--- src/rtl/spi_arb_pkg.sv ---
// Shared definitions for the SPI access arbiter: one-hot state encoding and a
// counter-width helper.
package spi_arb_pkg;

    typedef enum logic [4:0] {
        StIdle     = 5'b00001,
        StStart    = 5'b00010,
        StWaitDone = 5'b00100,
        StGap      = 5'b01000,
        StFault    = 5'b10000
    } arb_state_e;

    function automatic int unsigned clog2_min1(input int unsigned value);
        int unsigned w;
        w = $clog2(value);
        return (w < 1) ? 1 : w;
    endfunction

endpackage

--- src/rtl/rr_priority_select.sv ---
// Combinational round-robin pick: first set request at or after ptr_i, wrapping.
module rr_priority_select
    import spi_arb_pkg::*;
#(
    parameter int unsigned NUM_REQ = 2
) (
    input  logic [NUM_REQ-1:0]         req_i,
    input  logic [$clog2(NUM_REQ)-1:0] ptr_i,
    output logic [NUM_REQ-1:0]         winner_o,
    output logic [$clog2(NUM_REQ)-1:0] idx_o,
    output logic                       valid_o
);
    localparam int unsigned IdW = $clog2(NUM_REQ);

    always_comb begin
        int unsigned j;
        j        = 0;
        winner_o = '0;
        idx_o    = '0;
        valid_o  = 1'b0;
        for (int unsigned k = 0; k < NUM_REQ; k++) begin
            j = (32'(ptr_i) + k) % NUM_REQ;
            if (!valid_o && req_i[j]) begin
                valid_o     = 1'b1;
                winner_o[j] = 1'b1;
                idx_o       = IdW'(j);
            end
        end
    end

endmodule

--- src/rtl/spi_access_arbiter.sv ---
// Round-robin arbiter that shares one SPI master among NUM_REQ requesters, with
// latched operands, an inter-transfer gap and a sticky DONE watchdog.
module spi_access_arbiter
    import spi_arb_pkg::*;
#(
    parameter int unsigned NUM_REQ        = 2,
    parameter int unsigned DATA_WIDTH     = 16,
    parameter int unsigned GAP_CYCLES     = 4,
    parameter int unsigned TIMEOUT_CYCLES = 65535
) (
    input  logic                          clk_i,
    input  logic                          rst_i,
    input  logic [NUM_REQ-1:0]            req_i,
    input  logic [8*NUM_REQ-1:0]          req_length_i,
    input  logic [DATA_WIDTH*NUM_REQ-1:0] req_data_i,
    output logic [NUM_REQ-1:0]            ack_o,
    output logic                          err_o,
    output logic [DATA_WIDTH-1:0]         rd_data_o,
    output logic                          busy_o,
    output logic [$clog2(NUM_REQ)-1:0]    grant_id_o,
    output logic                          fault_o,
    output logic                          spi_enable_o,
    output logic [7:0]                    spi_length_o,
    output logic [DATA_WIDTH-1:0]         spi_data_in_o,
    input  logic [DATA_WIDTH-1:0]         spi_data_out_i,
    input  logic                          spi_done_i
);
    localparam int unsigned IdW  = $clog2(NUM_REQ);
    localparam int unsigned ToW  = clog2_min1(TIMEOUT_CYCLES + 1);
    localparam int unsigned GapW = clog2_min1(GAP_CYCLES + 1);

    arb_state_e            state_q;
    logic                  idle_armed_q;
    logic [IdW-1:0]        rr_ptr_q;
    logic [IdW-1:0]        grant_q;
    logic [ToW-1:0]        wd_cnt_q;
    logic [GapW-1:0]       gap_cnt_q;
    logic [NUM_REQ-1:0]    ack_q;
    logic                  err_q;
    logic [DATA_WIDTH-1:0] rd_data_q;
    logic                  fault_q;
    logic                  spi_enable_q;
    logic [7:0]            spi_length_q;
    logic [DATA_WIDTH-1:0] spi_data_in_q;

    logic [NUM_REQ-1:0]    sel_req;
    logic [NUM_REQ-1:0]    win_onehot;
    logic [IdW-1:0]        win_idx;
    logic                  win_valid;
    logic [7:0]            win_len;
    logic [DATA_WIDTH-1:0] win_data;
    logic [NUM_REQ-1:0]    grant_onehot;

    function automatic logic [IdW-1:0] ptr_after(input logic [IdW-1:0] idx);
        if (32'(idx) >= NUM_REQ - 1) return '0;
        return idx + 1'b1;
    endfunction

    // A requester just acknowledged has not yet had a cycle to drop its REQ.
    assign sel_req      = (state_q == StFault) ? (req_i & ~ack_q) : req_i;
    assign win_len      = req_length_i[32'(win_idx)*8 +: 8];
    assign win_data     = req_data_i[32'(win_idx)*DATA_WIDTH +: DATA_WIDTH];
    assign grant_onehot = NUM_REQ'(1) << grant_q;

    rr_priority_select #(
        .NUM_REQ(NUM_REQ)
    ) u_select (
        .req_i   (sel_req),
        .ptr_i   (rr_ptr_q),
        .winner_o(win_onehot),
        .idx_o   (win_idx),
        .valid_o (win_valid)
    );

    // idle_armed_q keeps IDLE from granting on its first cycle, so a requester
    // always sees its ACK for one full cycle before its REQ counts again.
    always_ff @(posedge clk_i) begin
        if (rst_i) begin
            state_q       <= StIdle;
            idle_armed_q  <= 1'b1;
            rr_ptr_q      <= '0;
            grant_q       <= '0;
            wd_cnt_q      <= '0;
            gap_cnt_q     <= '0;
            ack_q         <= '0;
            err_q         <= 1'b0;
            rd_data_q     <= '0;
            fault_q       <= 1'b0;
            spi_enable_q  <= 1'b0;
            spi_length_q  <= '0;
            spi_data_in_q <= '0;
        end else begin
            ack_q        <= '0;
            err_q        <= 1'b0;
            spi_enable_q <= 1'b0;
            unique case (state_q)
                StIdle: begin
                    idle_armed_q <= 1'b1;
                    if (idle_armed_q && win_valid) begin
                        grant_q       <= win_idx;
                        spi_length_q  <= win_len;
                        spi_data_in_q <= win_data;
                        if (win_len == 8'd0) begin
                            ack_q    <= win_onehot;
                            err_q    <= 1'b1;
                            rr_ptr_q <= ptr_after(win_idx);
                            if (GAP_CYCLES == 0) begin
                                idle_armed_q <= 1'b0;
                            end else begin
                                state_q   <= StGap;
                                gap_cnt_q <= '0;
                            end
                        end else begin
                            spi_enable_q <= 1'b1;
                            state_q      <= StStart;
                        end
                    end
                end
                StStart: begin
                    wd_cnt_q <= '0;
                    state_q  <= StWaitDone;
                end
                StWaitDone: begin
                    if (spi_done_i) begin
                        rd_data_q <= spi_data_out_i;
                        ack_q     <= grant_onehot;
                        rr_ptr_q  <= ptr_after(grant_q);
                        if (GAP_CYCLES == 0) begin
                            state_q      <= StIdle;
                            idle_armed_q <= 1'b0;
                        end else begin
                            state_q   <= StGap;
                            gap_cnt_q <= '0;
                        end
                    end else if (32'(wd_cnt_q) + 32'd1 >= TIMEOUT_CYCLES) begin
                        ack_q    <= grant_onehot;
                        err_q    <= 1'b1;
                        fault_q  <= 1'b1;
                        rr_ptr_q <= ptr_after(grant_q);
                        state_q  <= StFault;
                    end else begin
                        wd_cnt_q <= wd_cnt_q + 1'b1;
                    end
                end
                StGap: begin
                    if (32'(gap_cnt_q) + 32'd1 >= GAP_CYCLES) begin
                        state_q      <= StIdle;
                        idle_armed_q <= 1'b0;
                    end else begin
                        gap_cnt_q <= gap_cnt_q + 1'b1;
                    end
                end
                StFault: begin
                    if (win_valid) begin
                        ack_q    <= win_onehot;
                        err_q    <= 1'b1;
                        grant_q  <= win_idx;
                        rr_ptr_q <= ptr_after(win_idx);
                    end
                end
                default: state_q <= StIdle;
            endcase
        end
    end

    assign ack_o         = ack_q;
    assign err_o         = err_q;
    assign rd_data_o     = rd_data_q;
    assign busy_o        = (state_q != StIdle);
    assign grant_id_o    = grant_q;
    assign fault_o       = fault_q;
    assign spi_enable_o  = spi_enable_q;
    assign spi_length_o  = spi_length_q;
    assign spi_data_in_o = spi_data_in_q;

endmodule

--- config.mk ---
export PLATFORM = sky130hd
export DESIGN_NAME = spi_access_arbiter
export DESIGN_NICKNAME = d
export VERILOG_FILES = /design/src/rtl/spi_arb_pkg.sv /design/src/rtl/rr_priority_select.sv /design/src/rtl/spi_access_arbiter.sv
export SDC_FILE = /design/constraint.sdc
export NUM_CORES = 1
export LEC_CHECK = 0
export CAP_MARGIN = 40
export CORE_MARGIN = 3
export CORE_UTILIZATION = 35
export CTS_BUF_LIST = sky130_fd_sc_hd__clkbuf_4
export CTS_CLUSTER_DIAMETER = 80
export DETAILED_ROUTE_END_ITERATION = 8
export GPL_TIMING_DRIVEN = 1
export PLACE_DENSITY_LB_ADDON = 0.1
export SYNTH_ARGS = -nofsm -noshare
export SYNTH_HDL_FRONTEND = slang
export SYNTH_SLANG_ARGS = --single-unit
--- constraint.sdc ---
create_clock -name clk_i -period 2.4 [get_ports clk_i]
set_input_delay 0.48 -clock clk_i [delete_from_list [all_inputs] [get_ports clk_i]]
set_output_delay 0.48 -clock clk_i [all_outputs]
set_load 0.01 [all_outputs]
# --- After elaboration in Yosys (flattened, before gate mapping) ---
# Index checks and enable logic that the tools add are counted.
word_totals:
  register_bits: 72
  wordCells: 149
classes:
  magnitude_cmp: 8
  shift: 3
  n_eq_ne: 15
  bitwise: 7
  reduce_logical: 21
  add_sub_neg: 7
  n_mux: 75
ops:
  columns: ["cell", "n"]
  rows:
  - ["2-to-1 mux 1 bit", 46]
  - ["2-to-1 mux 16 bit", 2]
  - ["case mux 16 bit (2 select lines)", 1]
  - ["variable part select 32 x 6 -> 16 bit", 1]
  - ["case mux 5 bit (5 select lines)", 1]
  - ["2-to-1 mux 5 bit", 4]
  - ["adder 16 x 1 -> 17 bit (second input constant)", 1]
  - [">= comparator 17 x 16 -> 1 bit (second input constant)", 1]
  - ["adder 16 x 1 -> 16 bit (second input constant)", 1]
  - ["2-to-1 mux 2 bit", 8]
  - ["inequality test 2 bit (second input constant)", 8]
  - ["variable part select 16 x 5 -> 8 bit", 1]
  - ["2-to-1 mux 3 bit", 4]
  - ["AND reduction 5 bit", 2]
  - ["case mux 3 bit (3 select lines)", 1]
  - ["AND reduction 3 bit", 3]
  - ["logical NOT 8 bit", 1]
  - ["case mux 1 bit (3 select lines)", 2]
  - ["case mux 2 bit (3 select lines)", 1]
  - ["AND reduction 2 bit", 3]
  - ["nonzero test 2 bit", 3]
  - ["nonzero test 3 bit", 2]
  - ["equality test 5 x 1 -> 1 bit (second input constant)", 1]
  - ["equality test 5 x 2 -> 1 bit (second input constant)", 1]
  - ["23 further kinds", 37]

# --- Depth between registers and ports, before layout ---
logic_depth:
  depth_word: 19
  mapped_depth: 11
  ltp_nobuf: 9

# --- By module ---
# From an unflattened synthesis, not the netlist that was laid out.
hier_totals:
  hier_cells: 411
  hier_area_um2: 3554.7
modules_own_cells:
  columns: ["module", "area_per_inst_um2", "instances", "seq_area_each_um2", "cells_per_inst"]
  rows:
  - ["spi_access_arbiter", 3522.1, 1, 1441.4, 406]
  - ["rr_priority_select", 32.5, 1, 0.0, 5]

# --- Worst setup path before layout ---
# OpenSTA, ideal clock, no wires.
synth_path:
  path_type: "flip-flop to flip-flop"
  startpoint: "register wd_cnt_q[1]"
  endpoint: "register wd_cnt_q[8]"
  setup_slack_ps: -175
  period_less_slack_ps: 2575
  arrival_time_ps: 2453
  required_time_ps: 2278
  stages_incl_launch_ff: 11
  cell_sequence: "dfxtp_1 ha_1 nand3_1 or4_4 xor2_1 a211oi_2 and4_4 buf_6 buf_6 nor4_1 a221o_1"
synth_between:
  elab_chain_cells: 4
  word_cells_on_any_way: 8
synth_lines:
  columns: ["item", "line", "text"]
  rows:
  - ["start: declaration", "spi_access_arbiter.sv:36", "logic [ToW-1:0] wd_cnt_q;"]
  - ["start signal: assignment", "spi_access_arbiter.sv:142", "wd_cnt_q <= wd_cnt_q + 1'b1;"]
  - ["adder 16 x 1 -> 17 bit / adder 16 x 1 -> 16 bit (equally long branches)", "spi_access_arbiter.sv:135, spi_access_arbiter.sv:142", null]
  - [">= comparator 17 x 16 -> 1 bit / 2-to-1 mux 16 bit (equally long branches)", "spi_access_arbiter.sv:135", "end else if (32'(wd_cnt_q) + 32'd1 >= TIMEOUT_CYCLES) begin"]
  - ["inequality test 2 bit (no line) / 2-to-1 mux 16 bit (equally long branches)", null, null]
  - ["AND reduction 3 bit (no line) / case mux 16 bit (2 select lines) (equally long branches)", null, null]
# Several ways; a longest one is shown, not always the timed one. The select of a mux whose other input is x is not followed.
# A chain may end at the register's enable or synchronous reset.

# --- Worst setup path after layout ---
layout_path:
  startpoint: "register wd_cnt_q[6]"
  endpoint: "register wd_cnt_q[10]"
# Same word-level chain as after synthesis.

==> metrics.txt <==
status=finished, violations left; failing checks=negative setup slack; clk sinks=72; Max Transition Viols Final=0; initial antenna violation count=0; maximum root-to-sink buffer count=2; vias per inst=5.21; RSZ-0062 raised after global routing=yes; critical-path cell list=nand3_2 > buf_4 > or4b_4 > a21oi_2 > o31a_1 > and4_4 > buf_12 > nor4_1 > a221o_1; top-count cell post-synth=dfxtp_1; placed cell count=712; Post-route DRC=0; Netlist cell types=61; placed instance area=0.00531 mm²; final worst slack=-0.0504 ns; switching pwr=0.818 mW; EDFF count, synth=0; total gr overflow=0; post-DP HPWL=8060 µm; share of cells above drive strength 1=21.1%; Post-Syn Area=0.00367 mm²; HP Class=primary input to flip-flop; YS warnings=0; relative slew slack=63.5%; Skew-Pair Late Insertion Delay=0.43 ns; minimum clock period=2.45 ns; Worst Setup Start Kind=flip-flop; Final Wtd Congestion=0.846; total negative slack=-0.227 ns; DRT iter0 DRCs=190; Gate power share=21.2%; Power Total=2.98 mW; vias in the first global route=3,603; leakage power=2.10 nW; CTS tree=done; Die Wd=108 µm; CTS clk-pin slew, worst paths=0.14 ns; DIE HEIGHT=108 µm; detailed-route via count=3,828; worst path required time=2.72 ns; FP Rows=36; total CTS buffers=9; FMAX=0.408 GHz; clock share of power=34.7%; crit path max-delay cell type=or4b_4; Crit Path Category=flip-flop to flip-flop; Flop pwr share=44.0%; Max Cap Viol=0; area share of the largest cell type after synthesis=39.3%; Worst Tran Pin Value=0.547 ns; Post-Syn Area per Cell=8.35 µm²; internal power=2.17 mW; routed wire length per instance=15.3 µm; P per Cell Area=523 mW/mm²; sequential fraction of the synthesis area=39.3%; overall routed net length=11,200 µm; Port Buffers=115; pin count of the biggest net entering global routing=51; initial core utilization=36.7%; Async SR Flop Fraction=0%; final setup vio count=5; Ports=116; Worst Skew=0.0169 ns; core area=0.0100 mm²; hold_buf cts=0; GRT Total Usage=19.0%; drt first pass iters=4; Hold Fails Final Rpt=0; die area=0.0117 mm²; fin area=0.00571 mm²; top_reg_cell synth=dfxtp_1; commonest cells in the netlist=dfxtp_1 (72), nand2_1 (52), nor2_1 (44); Post-Syn Nets=511; n_diodes=0; Layout Cells excl Fill=735; maximum VDD drop=0.301 mV; Tcrit/Tclk final=102%; Routed Antenna Nets=0; crit-path max cell delay=0.54 ns; CP max FO=8; Synth Instances=439; cell taking the most area after synthesis=dfxtp_1; CP endpoint kind=flip-flop; Area Overhead vs Synth=55.6%; synth top area cells=dfxtp_1 (39%), mux2i_1 (6.8%), nand2_1 (5.3%); crit path DAT=2.77 ns; Root Buffer=clkbuf_4; Switching Share=27.4%; final layout net count=669; first-pass GRT wire length=17,800 µm; synthesized flop and latch total=72; H-tree levels=3
[routing by layer]
metal / part of all wire [%] / vias up / global-route usage (%)
met3: 9.1 / 6 / 6.45
li1: - / 1940 / -
met2: 45 / 146 / 28.2
met5: 0 / - / 0
met4: 0.71 / 0 / 7.57
met1: 45 / 1736 / 25.4
[logic make-up after synthesis]
group / after synthesis / synth area share (%)
buffers and inverters: 41 / 4.95
and+or+nand+nor: 176 / 24.3
AOI/OAI and AO/OA: 115 / 21.8
xor gates and xnor gates: 6 / 1.43
adders and majority gates: 3 / 1.02
muxes: 26 / 7.13
DFF: 72 / 39.3
[critical path: cells and delay by family, from the launching register on]
kind	cells	cell delay, ns
buffers and inverters	2	0.34
AOI/OAI and AO/OA	3	0.58
and+or+nand+nor	4	1.05
DFF	1	0.37
[area by class of cell]
cell class | instances | area [µm²]
Tap cell | 133 | 166
Clock buffer | 10 | 75.1
Fill cell | 932 | 4290
Clock inverter | 6 | 114
Inverter | 11 | 41.3
Timing Repair Buffer | 177 | 1660
Sequential cell | 72 | 1460
Multi-Input combinational cell | 326 | 2190
[through the flow]
stage	setup WS, ns	util, %	hold WS (ns)
2_1_floorplan	0.00226	-	0.470
5_1_grt	-0.156	57.1	0.369
3_3_place_gp	-0.163	53.1	0.435
3_5_place_dp	-0.162	53.1	0.447
6_report	-0.0504	57.1	0.378
4_1_cts	-0.0491	55.2	0.347
[registers in the layout, indices dropped and copies added (netlist names)]
register,count
ack_o,2
err_o,1
fault_o,1
gap_cnt_q,3
grant_id_o,1
idle_armed_q,1
rd_data_o,16
rr_ptr_q,1
spi_data_in_o,16
spi_enable_o,1
spi_length_o,8
state_q,5
wd_cnt_q,16
[final timing paths]
| kind | start | end | slack [ns] | cells after the start |
|---|---|---|---|---|
| max | wd_cnt_q[6] | wd_cnt_q[10] | -0.05 | 9 |
| min | rst_i | wd_cnt_q[13] | 0.38 | 2 |
| max reg2reg | wd_cnt_q[6] | wd_cnt_q[10] | -0.05 | 9 |
| min reg2reg | rd_data_o[10] | rd_data_o[10] | 0.46 | 2 |
[cell usage in the layout, fill, tap and decap left out, drive strengths merged, types with 6 or more instances in the layout]
cell type | Yosys | routed
nor4 | 12 | 12
nand3 | 11 | 11
dfxtp | 72 | 72
a211oi | 26 | 26
clkdlybuf4s50 | 0 | 113
a2111oi | 6 | 6
nand2 | 52 | 52
nor2 | 45 | 45
mux2i | 25 | 25
o21ai | 10 | 10
nor3 | 13 | 13
nand4 | 7 | 7
clkbuf | 18 | 11
buf | 12 | 62
inv | 11 | 13
a21oi | 37 | 37
or3 | 6 | 6
[repair_timing]
item / CTS / global route
endpoints found under the setup margin: 14 / 24
cloned: 0 / 1
gates resized for setup: 7 / 30
pin swaps: 4 / 13
setup buffers: 0 / 6
[power groups by stage]
stage	sequential (mW)	clock, mW	combinational [mW]
after floorplan	1.37	0	0.239
after global routing	1.33	1.11	0.698
final	1.31	1.04	0.634
after global placement	1.34	0	0.622
after CTS	1.31	1.06	0.627
after detailed placement	1.34	0	0.624
Note: power is estimated with default switching activity, not from simulation.
